`src/rtl/onewire_xfer.sv`:
```
// onewire_xfer: 1-Wire bit-slot engine running 1..MAX_BITS write or read slots LSB first, reading the bus back each slot.
// Define ONEWIRE_STRONG_PULLUP_EN to build the strong-pullup phase (spu_req / strong_pullup ports, SPU state).
module onewire_xfer #(
    parameter int MAX_BITS    = 8,
    parameter int CLKS_PER_US = 27,
    parameter int T_SLOT_US   = 70,
    parameter int T_W1_US     = 6,
    parameter int T_W0_US     = 60,
    parameter int T_RD_US     = 6,
    parameter int T_SAMPLE_US = 15,
    parameter int T_SPU_US    = 750
) (
    input  logic                          clk,
    input  logic                          rst,
    input  logic                          start,
    input  logic                          read_mode,
    input  logic [MAX_BITS-1:0]           tx_data,
    input  logic [$clog2(MAX_BITS+1)-1:0] bit_count,
    input  logic                          line_in,
    output logic                          drive_low,
    output logic                          busy,
    output logic                          done,
    output logic [MAX_BITS-1:0]           rx_data
`ifdef ONEWIRE_STRONG_PULLUP_EN
    ,
    input  logic                          spu_req,
    output logic                          strong_pullup
`endif
);

    localparam int BC_W    = $clog2(MAX_BITS + 1);
    localparam int SLOT    = T_SLOT_US * CLKS_PER_US;
    localparam int W1      = T_W1_US * CLKS_PER_US;
    localparam int W0      = T_W0_US * CLKS_PER_US;
    localparam int RD      = T_RD_US * CLKS_PER_US;
    localparam int SMP     = T_SAMPLE_US * CLKS_PER_US;
    localparam int SPU     = T_SPU_US * CLKS_PER_US;
    localparam int CNT_MAX = (SLOT > SPU) ? SLOT : SPU;
    localparam int CNT_W   = $clog2(CNT_MAX + 1);

    localparam logic [CNT_W-1:0] C_SLOT_LAST = CNT_W'(SLOT - 1);
    localparam logic [CNT_W-1:0] C_W1        = CNT_W'(W1);
    localparam logic [CNT_W-1:0] C_W0        = CNT_W'(W0);
    localparam logic [CNT_W-1:0] C_RD        = CNT_W'(RD);
    localparam logic [CNT_W-1:0] C_SMP       = CNT_W'(SMP);
`ifdef ONEWIRE_STRONG_PULLUP_EN
    localparam logic [CNT_W-1:0] C_SPU_LAST  = CNT_W'(SPU - 1);
`endif
    localparam logic [BC_W-1:0]  C_MAX_BITS  = BC_W'(MAX_BITS);

    generate
        if (!(W1 >= 1 && RD >= 1 && W1 < SMP && RD < SMP && SMP < W0 && W0 < SLOT)) begin : g_param_check
            $error("onewire_xfer: slot timing parameters are out of order");
        end
    endgenerate

    typedef enum logic [1:0] {
        S_IDLE = 2'd0,
        S_SLOT = 2'd1
`ifdef ONEWIRE_STRONG_PULLUP_EN
        ,
        S_SPU  = 2'd2
`endif
    } state_t;

    state_t              r_state, w_state_next;
    logic [CNT_W-1:0]    r_cnt, w_cnt_next, w_cnt_inc, w_low_cur;
    logic [BC_W-1:0]     r_idx, w_idx_next, r_nbits, w_nbits_next, w_count_clamped;
    logic [MAX_BITS-1:0] r_tx, w_tx_next, r_rx, w_rx_next, w_bit_mask;
    logic                r_mode, w_mode_next;
    logic                r_drive_low, w_drive_next;
    logic                r_busy, w_busy_next;
    logic                r_done, w_done_next;
    logic                w_tx_bit;
    logic [1:0]          r_sync;
`ifdef ONEWIRE_STRONG_PULLUP_EN
    logic                r_spu, w_spu_next;
    logic                r_strong_pullup, w_sp_next;
`endif

    assign w_cnt_inc       = r_cnt + CNT_W'(1);
    assign w_bit_mask      = MAX_BITS'(1) << r_idx;
    assign w_tx_bit        = |(r_tx & w_bit_mask);
    assign w_low_cur       = r_mode ? C_RD : (w_tx_bit ? C_W1 : C_W0);
    assign w_count_clamped = (bit_count > C_MAX_BITS) ? C_MAX_BITS : bit_count;

    // Next-state, slot timing and sampling decisions
    always_comb begin
        w_state_next = r_state;
        w_cnt_next   = w_cnt_inc;
        w_idx_next   = r_idx;
        w_nbits_next = r_nbits;
        w_tx_next    = r_tx;
        w_mode_next  = r_mode;
        w_rx_next    = r_rx;
        w_drive_next = 1'b0;
        w_busy_next  = r_busy;
        w_done_next  = 1'b0;
`ifdef ONEWIRE_STRONG_PULLUP_EN
        w_spu_next   = r_spu;
        w_sp_next    = 1'b0;
`endif
        case (r_state)
            S_IDLE: begin
                w_cnt_next  = {CNT_W{1'b0}};
                w_busy_next = 1'b0;
                if (start) begin
                    w_tx_next    = tx_data;
                    w_mode_next  = read_mode;
                    w_nbits_next = w_count_clamped;
                    w_rx_next    = {MAX_BITS{1'b0}};
                    w_idx_next   = {BC_W{1'b0}};
`ifdef ONEWIRE_STRONG_PULLUP_EN
                    w_spu_next   = spu_req;
`endif
                    if (w_count_clamped == {BC_W{1'b0}}) begin
                        w_done_next = 1'b1;
                    end else begin
                        w_state_next = S_SLOT;
                        w_busy_next  = 1'b1;
                        w_drive_next = 1'b1;
                    end
                end else begin
                    w_state_next = S_IDLE;
                end
            end
            S_SLOT: begin
                w_drive_next = (w_cnt_inc < w_low_cur);
                if (r_cnt == C_SMP) begin
                    w_rx_next = r_sync[1] ? (r_rx | w_bit_mask) : (r_rx & ~w_bit_mask);
                end else begin
                    w_rx_next = r_rx;
                end
                if (r_cnt == C_SLOT_LAST) begin
                    w_cnt_next = {CNT_W{1'b0}};
                    if (r_idx == (r_nbits - BC_W'(1))) begin
                        w_drive_next = 1'b0;
`ifdef ONEWIRE_STRONG_PULLUP_EN
                        if (r_spu) begin
                            w_state_next = S_SPU;
                            w_sp_next    = 1'b1;
                        end else begin
                            w_state_next = S_IDLE;
                            w_busy_next  = 1'b0;
                            w_done_next  = 1'b1;
                        end
`else
                        w_state_next = S_IDLE;
                        w_busy_next  = 1'b0;
                        w_done_next  = 1'b1;
`endif
                    end else begin
                        // Next slot starts immediately; its low phase begins on this edge.
                        w_idx_next   = r_idx + BC_W'(1);
                        w_drive_next = 1'b1;
                    end
                end else begin
                    w_cnt_next = w_cnt_inc;
                end
            end
`ifdef ONEWIRE_STRONG_PULLUP_EN
            S_SPU: begin
                if (r_cnt == C_SPU_LAST) begin
                    w_state_next = S_IDLE;
                    w_cnt_next   = {CNT_W{1'b0}};
                    w_busy_next  = 1'b0;
                    w_done_next  = 1'b1;
                end else begin
                    w_sp_next    = 1'b1;
                end
            end
`endif
            default: begin
                w_state_next = S_IDLE;
                w_busy_next  = 1'b0;
            end
        endcase
    end

    // State register
    always_ff @(posedge clk or posedge rst) begin
        if (rst) begin
            r_state <= S_IDLE;
        end else begin
            r_state <= w_state_next;
        end
    end

    // Datapath and output registers
    always_ff @(posedge clk or posedge rst) begin
        if (rst) begin
            r_cnt           <= {CNT_W{1'b0}};
            r_idx           <= {BC_W{1'b0}};
            r_nbits         <= {BC_W{1'b0}};
            r_tx            <= {MAX_BITS{1'b0}};
            r_rx            <= {MAX_BITS{1'b0}};
            r_mode          <= 1'b0;
            r_drive_low     <= 1'b0;
            r_busy          <= 1'b0;
            r_done          <= 1'b0;
`ifdef ONEWIRE_STRONG_PULLUP_EN
            r_spu           <= 1'b0;
            r_strong_pullup <= 1'b0;
`endif
        end else begin
            r_cnt           <= w_cnt_next;
            r_idx           <= w_idx_next;
            r_nbits         <= w_nbits_next;
            r_tx            <= w_tx_next;
            r_rx            <= w_rx_next;
            r_mode          <= w_mode_next;
            r_drive_low     <= w_drive_next;
            r_busy          <= w_busy_next;
            r_done          <= w_done_next;
`ifdef ONEWIRE_STRONG_PULLUP_EN
            r_spu           <= w_spu_next;
            r_strong_pullup <= w_sp_next;
`endif
        end
    end

    // Two-flop synchronizer for the asynchronous bus level (idle bus reads high)
    always_ff @(posedge clk or posedge rst) begin
        if (rst) begin
            r_sync <= 2'b11;
        end else begin
            r_sync <= {r_sync[0], line_in};
        end
    end

    assign drive_low = r_drive_low;
    assign busy      = r_busy;
    assign done      = r_done;
    assign rx_data   = r_rx;
`ifdef ONEWIRE_STRONG_PULLUP_EN
    assign strong_pullup = r_strong_pullup;
`endif

endmodule

```
`config.mk`:
```
export PLATFORM = sky130hd
export DESIGN_NAME = onewire_xfer
export DESIGN_NICKNAME = d
export VERILOG_FILES = /design/src/rtl/onewire_xfer.sv
export SDC_FILE = /design/constraint.sdc
export NUM_CORES = 1
export LEC_CHECK = 0
export ABC_CLOCK_PERIOD_IN_PS = 3500
export CORE_MARGIN = 5
export CORE_UTILIZATION = 55
export CTS_BUF_LIST = sky130_fd_sc_hd__clkbuf_4
export DETAILED_ROUTE_END_ITERATION = 12
export PLACE_DENSITY = 0.85
export SLEW_MARGIN = 20
export SYNTH_ARGS = -nofsm -noshare
export SYNTH_HDL_FRONTEND = slang
export SYNTH_SLANG_ARGS = --single-unit
```
`constraint.sdc`:
```
create_clock -name clk -period 3.5 [get_ports clk]
set_input_delay 0.35 -clock clk [delete_from_list [all_inputs] [get_ports clk]]
set_output_delay 0.35 -clock clk [all_outputs]
set_load 0.01 [all_outputs]
```
==> results list, run 1 <==
- After synthesis, the share of flip-flops with an asynchronous set or reset is 1.000.
- Fin worst setup slack: 0.5665 ns
- The filler cells instantiated in the layout total 401.
- The via count of the first global-routing pass came to 2068.
- Standard cell area after detailed placement: 2905 um^2
- Class of the tightest hold or removal check: in2async
* DP Cell Count: 345
- I/O pin count: 28
* Post-detailed-route count of antenna-violating nets: 0
* Number of antenna violations at the first check in global routing: 0
* Sequential cell area: 1154 um^2
- Synthesis handed over a netlist of 270 instances.
- Peak VDD IR: 235.0 uV
- Setup violation total in the final timing report: 0
* Routed vias/inst: 5.929
- Wire length of the first global-routing pass: 9.349 mm
- The number of nets handed over by synthesis was 303.
- Static leakage power: 0.001324 uW
- At the worst endpoint, the arrival time is 3.25 ns.
- Area of the die: 6189 um^2
- Number of instances resized during post-cts repair: 0
- Status: completed
* Most frequent standard cell in the layout excluding fill and tap cells: nand2_1
- Cell chain of the critical path: inv_1 > ha_1 > a22oi_1 > a32o_1 > a22oi_1 > buf_4 > inv_1 > ha_1 > a21o_1 > a211oi_1 > nand2_1 > o211ai_1 > a31o_1
- Wire length after detailed routing: 5.419 mm
- Remaining max-slew budget at the tightest pin: 0.5656
* Count of TritonRoute iterations in the first routing pass: 5
- The longest clock path from root to sink contains 2 buffers.
- After clock tree synthesis, the flow added hold-fix buffers numbering 0.
- After the flow finishes, the layout carries non-filler instances totaling 353.
- Of all nets on the critical path, the largest fanout is 7.
- Die extent in x: 78.67 um
- Num Clock Sinks: 46
- The detailed router finished its first iteration with 106 violations.
- The clock reaches the later pin of the worst-skew pair after 0.36 ns.
* Num CTS Buffers: 5
* Clock tree from TritonCTS: built
- Final-stage net count: 331
- Worst setup path endpoint: drive_low
* Number of rows created at floorplan: 25
* Post-synth EDFFs: 0
- Wirelength per Cell: 15.35 um
* Hpwl dp: 4.130 mm
* Final period demand of the worst path: 2.934 ns
- Area of the multi-input gates: 1350 um^2
* Weighted congestion reported at the end of routability-driven placement: 0.9016
* Highest-delay cell along the critical path: dfrtp_1
- After synthesis the netlist holds a flip-flop and latch count of 46.
- Across every metal layer, demand over resource in global routing totals 0.1888.
- In this run the critical register-to-register path is launched from r_idx[0].
- Ratio of cells with drive above 1 in the final layout: 0.07023
- Dividing the final minimum period by the clock period gives 0.8381.
* Core Box Area: 4661 um^2
- Syn Std Cell Area: 2594 um^2
- Setup crit end kind: flip-flop
- The worst register-to-register path ends at drive_low.
* Setup Slack @ Placement: 0.6136 ns
* Type of the worst setup path: reg2reg
* Sequential cell area fraction in the yosys report: 0.4448
- For this run, the leading register cell type out of synthesis is dfrtp_1.
* Kind of start point of the critical path: flip-flop
- Area share of the leading cell type in the synthesized netlist: 0.4245
- Worst path required time: 3.82 ns
- CTS H-tree lvls: 2
- Entering global routing, the biggest net connects 29 pins.
- Antenna fix cells: 0
- Stage delay of the slowest cell on the critical path: 0.46 ns
* Worst r2r path cells: 13
- Clock Root Buffer: clkbuf_4
* Initial cell density of the core: 0.5565
* RSZ-0062 raised after global routing: no
- At the pin with the least slew margin, the transition time is 0.6476 ns.
* Synth area leader: dfrtp_1
- On the final layout, the worst hold slack is 0.2995 ns.
- Dividing total power by cell area gives a power density of 292.1 nW/um^2.
* Synth Warn #: 0
- Commonest non-fill, non-tap cells in the layout: 45 x nand2_1, 44 x dfrtp_1, 27 x clkdlybuf4s50_1
- On the final layout, the worst clock skew is 0.02047 ns.
* Minimum setup slack among reg-to-reg paths: 0.57 ns
- Reported max-cap violation count: 0
- Setup total negative slack on the finished layout was measured at 0 ns.
* Non-Filler Cell Area, Final: 2959 um^2
* Top post-synthesis cells by area: dfrtp_1 42%, ha_1 7.7%, nand2_1 6.5%
- Y dimension of the die: 78.67 um
- Relative to the synthesized area, the layout overhead comes to 14.09%.
* Clock-pin slew on the worst setup and hold paths: 0.14 ns
- Number of distinct library cells after synthesis: 50
- Maximum clock rate: 0.3409 GHz
* Count of final max-slew check failures: 0
- Synthesized area per cell: 9.606 um^2
* Overflow left after global routing: 0
- Number of vias in the routed layout: 2093
- For this run, design rule violations remaining after detail routing come to 0.
- The count of endpoints failing hold in the final timing report came to 0.
- Port Buf Inserts: 27
- Setup fix buffers added after clock tree synthesis: 0
- In this run the worst setup path begins at r_idx[0].
==> state kept, by name, indices dropped and copies added, names as in the netlist, 2 cells and up <==
register / count
r_cnt: 15
r_sync: 2
rx_data: 8
r_idx: 4
r_nbits: 4
r_tx: 8
==> stage by stage <==
stage | util | total power [uW]
after global routing | 0.6349 | 904.2
final | 0.6349 | 864.4
after floorplan | - | 594.6
after global placement | 0.6234 | 625.4
after CTS | 0.6349 | 874.2
after detailed placement | 0.6234 | 627.8
==> how the worst min path moves through the flow <==
stage	slack, ns	cells after the start	from	end
3_5_place_dp	0.35	0	r_sync[0]	r_sync[1]
3_3_place_gp	0.35	0	r_sync[0]	r_sync[1]
2_1_floorplan	0.35	0	r_sync[0]	r_sync[1]
6_report	0.30	2	rst	rx_data[6]
4_1_cts	0.31	2	rst	r_tx[4]
5_1_grt	0.33	2	rst	r_tx[4]
==> metal layers <==
layer	wire [um]	up-vias	track usage
met1	2298	1019	0.2283
met3	262	13	0.04243
met2	2743	58	0.3234
met4	113	0	0.07692
met5	0	-	0
li1	-	1003	-
==> report_power, final <==
part / internal (uW) / switching, uW
clock network: 83.5 / 164
logic: 34.6 / 33.7
registers: 542 / 6.78
total: 660 / 204
==> Yosys cell counts, drive strengths merged, types with 2 or more instances <==
| cell type | count |
|---|---|
| dfstp | 2 |
| nand3b | 4 |
| nor2 | 17 |
| nor4b | 2 |
| o21ai | 23 |
| mux2i | 2 |
| clkbuf | 4 |
| xor2 | 6 |
| nand3 | 11 |
| nor2b | 6 |
| nand2b | 4 |
| dfrtp | 44 |
| xnor2 | 13 |
| nand4 | 9 |
| and3 | 2 |
| a22oi | 3 |
| ha | 16 |
| nor4 | 5 |
| a31o | 2 |
| and4 | 2 |
| nor3 | 4 |
| a21boi | 3 |
| inv | 11 |
| a21oi | 10 |
| buf | 5 |
| nand2 | 45 |
==> cells by family after synthesis <==
family / synth area share
flops: 0.4448
buf+inv: 0.03473
simple gates: 0.2426
xor+xnor: 0.06416
mux: 0.007719
compound gates: 0.1288
fa+ha+maj: 0.07718
==> cell type report <==
type	instances	area share
inverter	11	0.01395
sequential	46	0.3899
clock buffer	6	0.01522
tap	54	0.02283
multi-input combinational	204	0.4562
timing repair buffer	30	0.09894
clock inverter	2	0.002960
==> worst max-delay path: cells and delay by family (launching register included) <==
kind / cells / cell delay (ns)
AOI/OAI and AO/OA: 7 / 1.32
adders and majority gates: 2 / 0.61
buffers and inverters: 3 / 0.41
DFF: 1 / 0.46
and+or+nand+nor: 1 / 0.08
(Power assumes the default switching activity.)
==> run 2, diff against run 1 <==
--- a/config.mk
+++ b/config.mk
@@ -5,7 +5,7 @@
 export SDC_FILE = /design/constraint.sdc
 export NUM_CORES = 1
 export LEC_CHECK = 0
-export ABC_CLOCK_PERIOD_IN_PS = 3500
+export ABC_CLOCK_PERIOD_IN_PS = 2800
 export CORE_MARGIN = 5
 export CORE_UTILIZATION = 55
 export CTS_BUF_LIST = sky130_fd_sc_hd__clkbuf_4
==> constraint.sdc (replaced) <==
create_clock -name clk -period 2.8 [get_ports clk]
set_input_delay 0.28 -clock clk [delete_from_list [all_inputs] [get_ports clk]]
set_output_delay 0.28 -clock clk [all_outputs]
set_load 0.01 [all_outputs]
==> results list, run 2 (same netlist as run 1, synthesis figures left out) <==
* Status: completed
* Antenna fix cells: 0
- The net count of the finished layout is 338.
- STA puts the critical path data arrival time at 2.89 ns.
* Clock tree from TritonCTS: built
* Wirelength per Cell: 15.24 um
* I/O pin count: 28
* Worst path required time: 3.13 ns
- The number of pins exceeding their max-slew limit in the final report came to 0.
- For this run, global-route usage on met3 was measured as 0.04243.
- In the layout the commonest cells are 45 x nand2_1, 43 x dfrtp_1, 27 x clkdlybuf4s50_1.
- Summing all multi-input logic gate instances after layout gives 1374 um^2.
- Wire length of the first global-routing pass: 9.356 mm
* GRT busiest layer: met2
- Power density relative to cell area: 355.4 nW/um^2
- Across every metal layer, demand over resource in global routing totals 0.1930.
* Type of the worst setup path: reg2reg
- Counting the fill cells in the layout gives 380.
* Maximum clock rate: 0.3894 GHz
- Number of antenna violations at the first check in global routing: 0
* Area of the die: 6189 um^2
- CTS H-tree lvls: 2
- For met1 alone, demand over resource in global routing was 0.2373.
- Final period demand of the worst path: 2.568 ns
- Stage delay of the slowest cell on the critical path: 0.46 ns
- In this design, the critical path's most frequently occurring cell is ha_1.
* Count of TritonRoute iterations in the first routing pass: 4
* Transition time of the tightest slew-check pin: 0.6707 ns
- Final hold violation count: 0
- Reported max-cap violation count: 0
- Wires add up to 5.485 mm.
* Routed vias/inst: 5.742
- Core occupancy in the finished layout: 0.6515
- Class of the tightest hold or removal check: in2async
* Crit Path Max Fanout: 6
- The via count of the first global-routing pass was 1981.
- GRT met2 Usage: 0.3251
- Counting the buffers created by CTS gives 5.
* Sequential cell area: 1155 um^2
- Most frequent standard cell in the layout excluding fill and tap cells: nand2_1
- Among all stages on the critical path, the largest delay is contributed by dfrtp_2.
- For this block, the via count after detailed routing is 2067.
* Die extent in x: 78.67 um
- Port Buf Inserts: 27
* Setup crit end kind: flip-flop
- Setup violation total in the final timing report: 0
- On the final layout, the worst clock skew is 0.01387 ns.
- For this design, the sink count on the clock tree is 46.
* Longest Clk Path Bufs: 2
* Family of cells with the greatest summed delay on the critical path: compound AO/OA/AOI/OAI gates
- VDD sags by at most 229.8 uV.
* Share of the clock period used by the worst path after layout: 0.9172
- Worst path buffer plus inverter count: 1
- In this run the vertical extent of the chip is 78.67 um.
- After global routing the overflow that remains totals 0.
- Remaining max-slew budget at the tightest pin: 0.5466
- The worst setup path is launched from a flip-flop.
- Cell chain of the critical path: ha_1 > ha_1 > a221oi_2 > a22oi_2 > buf_4 > ha_1 > a21o_1 > a211oi_1 > nand2_1 > o211ai_1 > a31o_1
- The analysis attributes to cell leakage a power of 0.001353 uW.
- The area growth from synthesis to layout is 17.08%.
- The register with the most flip-flops in the layout has 15 of them.
- The count of nets left with antenna violations once routing finished came out at 0.
- Routability-driven placement finished with a final weighted congestion of 0.8448.
- Total Power: 1079 uW
- Sum of negative setup slack: 0 ns
* RSZ-0062 raised after global routing: no
- For this run, design rule violations remaining after detail routing come to 0.
- The initial utilization of the core area, before any placement, comes to 0.5565.
- Worst-Skew Late Latency: 0.37 ns
* Hpwl dp: 4.160 mm
* Initial detailed-routing violation count: 85
- Pin count of the biggest net entering global routing: 29
* Ratio of cells with drive above 1 in the final layout: 0.1111
* Clock-pin slew on the worst setup and hold paths: 0.14 ns
- Clock Root Buffer: clkbuf_4
* Largest reg by FF count: r_cnt
- After floorplanning, the core was divided into 25 placement rows.
- The core region is 4661 um^2.
run 2: worst paths after layout:
path / start / to / slack (ns) / depth (start not counted)
worst max register to register: r_idx[0] / drive_low / 0.23 / 11
worst min register to register: r_sync[0] / r_sync[1] / 0.37 / 0
max in group asynchronous: rst / r_idx[0] / 1.86 / 3
worst min-delay path: rst / r_cnt[0] / 0.21 / 2
worst max-delay path: r_idx[0] / drive_low / 0.23 / 11
min in group clk: line_in / r_sync[0] / 0.30 / 1
run 2: timing repair:
item | CTS | global route
hold endpoints to repair | 0 | 0
hold buffers | 0 | 0
gates resized for setup | 0 | 7
buffers inserted | 0 | 3
endpoints found under the setup margin | 0 | 1
run 2: report_power, final:
group | total, uW | switching [uW] | internal [uW] | leakage, uW
clock | 307 | 213 | 93.5 | 0.0000286
sequential | 686 | 8.97 | 677 | 0.000530
combinational | 86.2 | 42.7 | 43.5 | 0.000795
run 2: stage by stage:
step                hold slack [ns]  setup WS (ns)  cell area [um^2]  instances
floorplan                    0.2845        0.07393              2594        270
global placement             0.3467         0.2244              2935        349
detailed placement           0.3495         0.1431              2935        349
CTS                          0.2150        0.08291              2989        357
global route                 0.2517        0.01312              3037        360
finish                       0.2138         0.2318              3037        360
run 2: routing by layer:
| layer | routed length [um] | share of wire | up-vias |
|---|---|---|---|
| met2 | 2770 | 0.51 | 59 |
| met3 | 262 | 0.048 | 11 |
| met1 | 2319 | 0.42 | 980 |
| met4 | 131 | 0.024 | 0 |
| li1 | - | - | 1017 |
| met5 | 0 | 0 | - |
run 2: worst register-to-register path, cell delays in order, from the launching register on:
cell	delay (ns)
dfrtp_2	0.46
ha_1	0.23
ha_1	0.22
a221oi_2	0.29
a22oi_2	0.10
buf_4	0.18
ha_1	0.20
a21o_1	0.15
a211oi_1	0.25
nand2_1	0.08
o211ai_1	0.19
a31o_1	0.16
run 2: area by class of cell:
| class | count | share of cell area |
|---|---|---|
| repair buffers | 37 | 0.1137 |
| inverters | 11 | 0.01360 |
| flip-flops and latches | 46 | 0.3803 |
| clock buffers | 5 | 0.01236 |
| well taps | 54 | 0.02225 |
| multi-input cells | 204 | 0.4524 |
| clock inverters | 3 | 0.005356 |
==> run 3, diff against run 2 <==
--- a/config.mk
+++ b/config.mk
@@ -6,6 +6,7 @@
 export NUM_CORES = 1
 export LEC_CHECK = 0
 export ABC_CLOCK_PERIOD_IN_PS = 2800
+export CAP_MARGIN = 20
 export CORE_MARGIN = 5
 export CORE_UTILIZATION = 55
 export CTS_BUF_LIST = sky130_fd_sc_hd__clkbuf_4
==> results of run 3 <==
The final DEF is identical to that of run 2; final timing and power are the same.
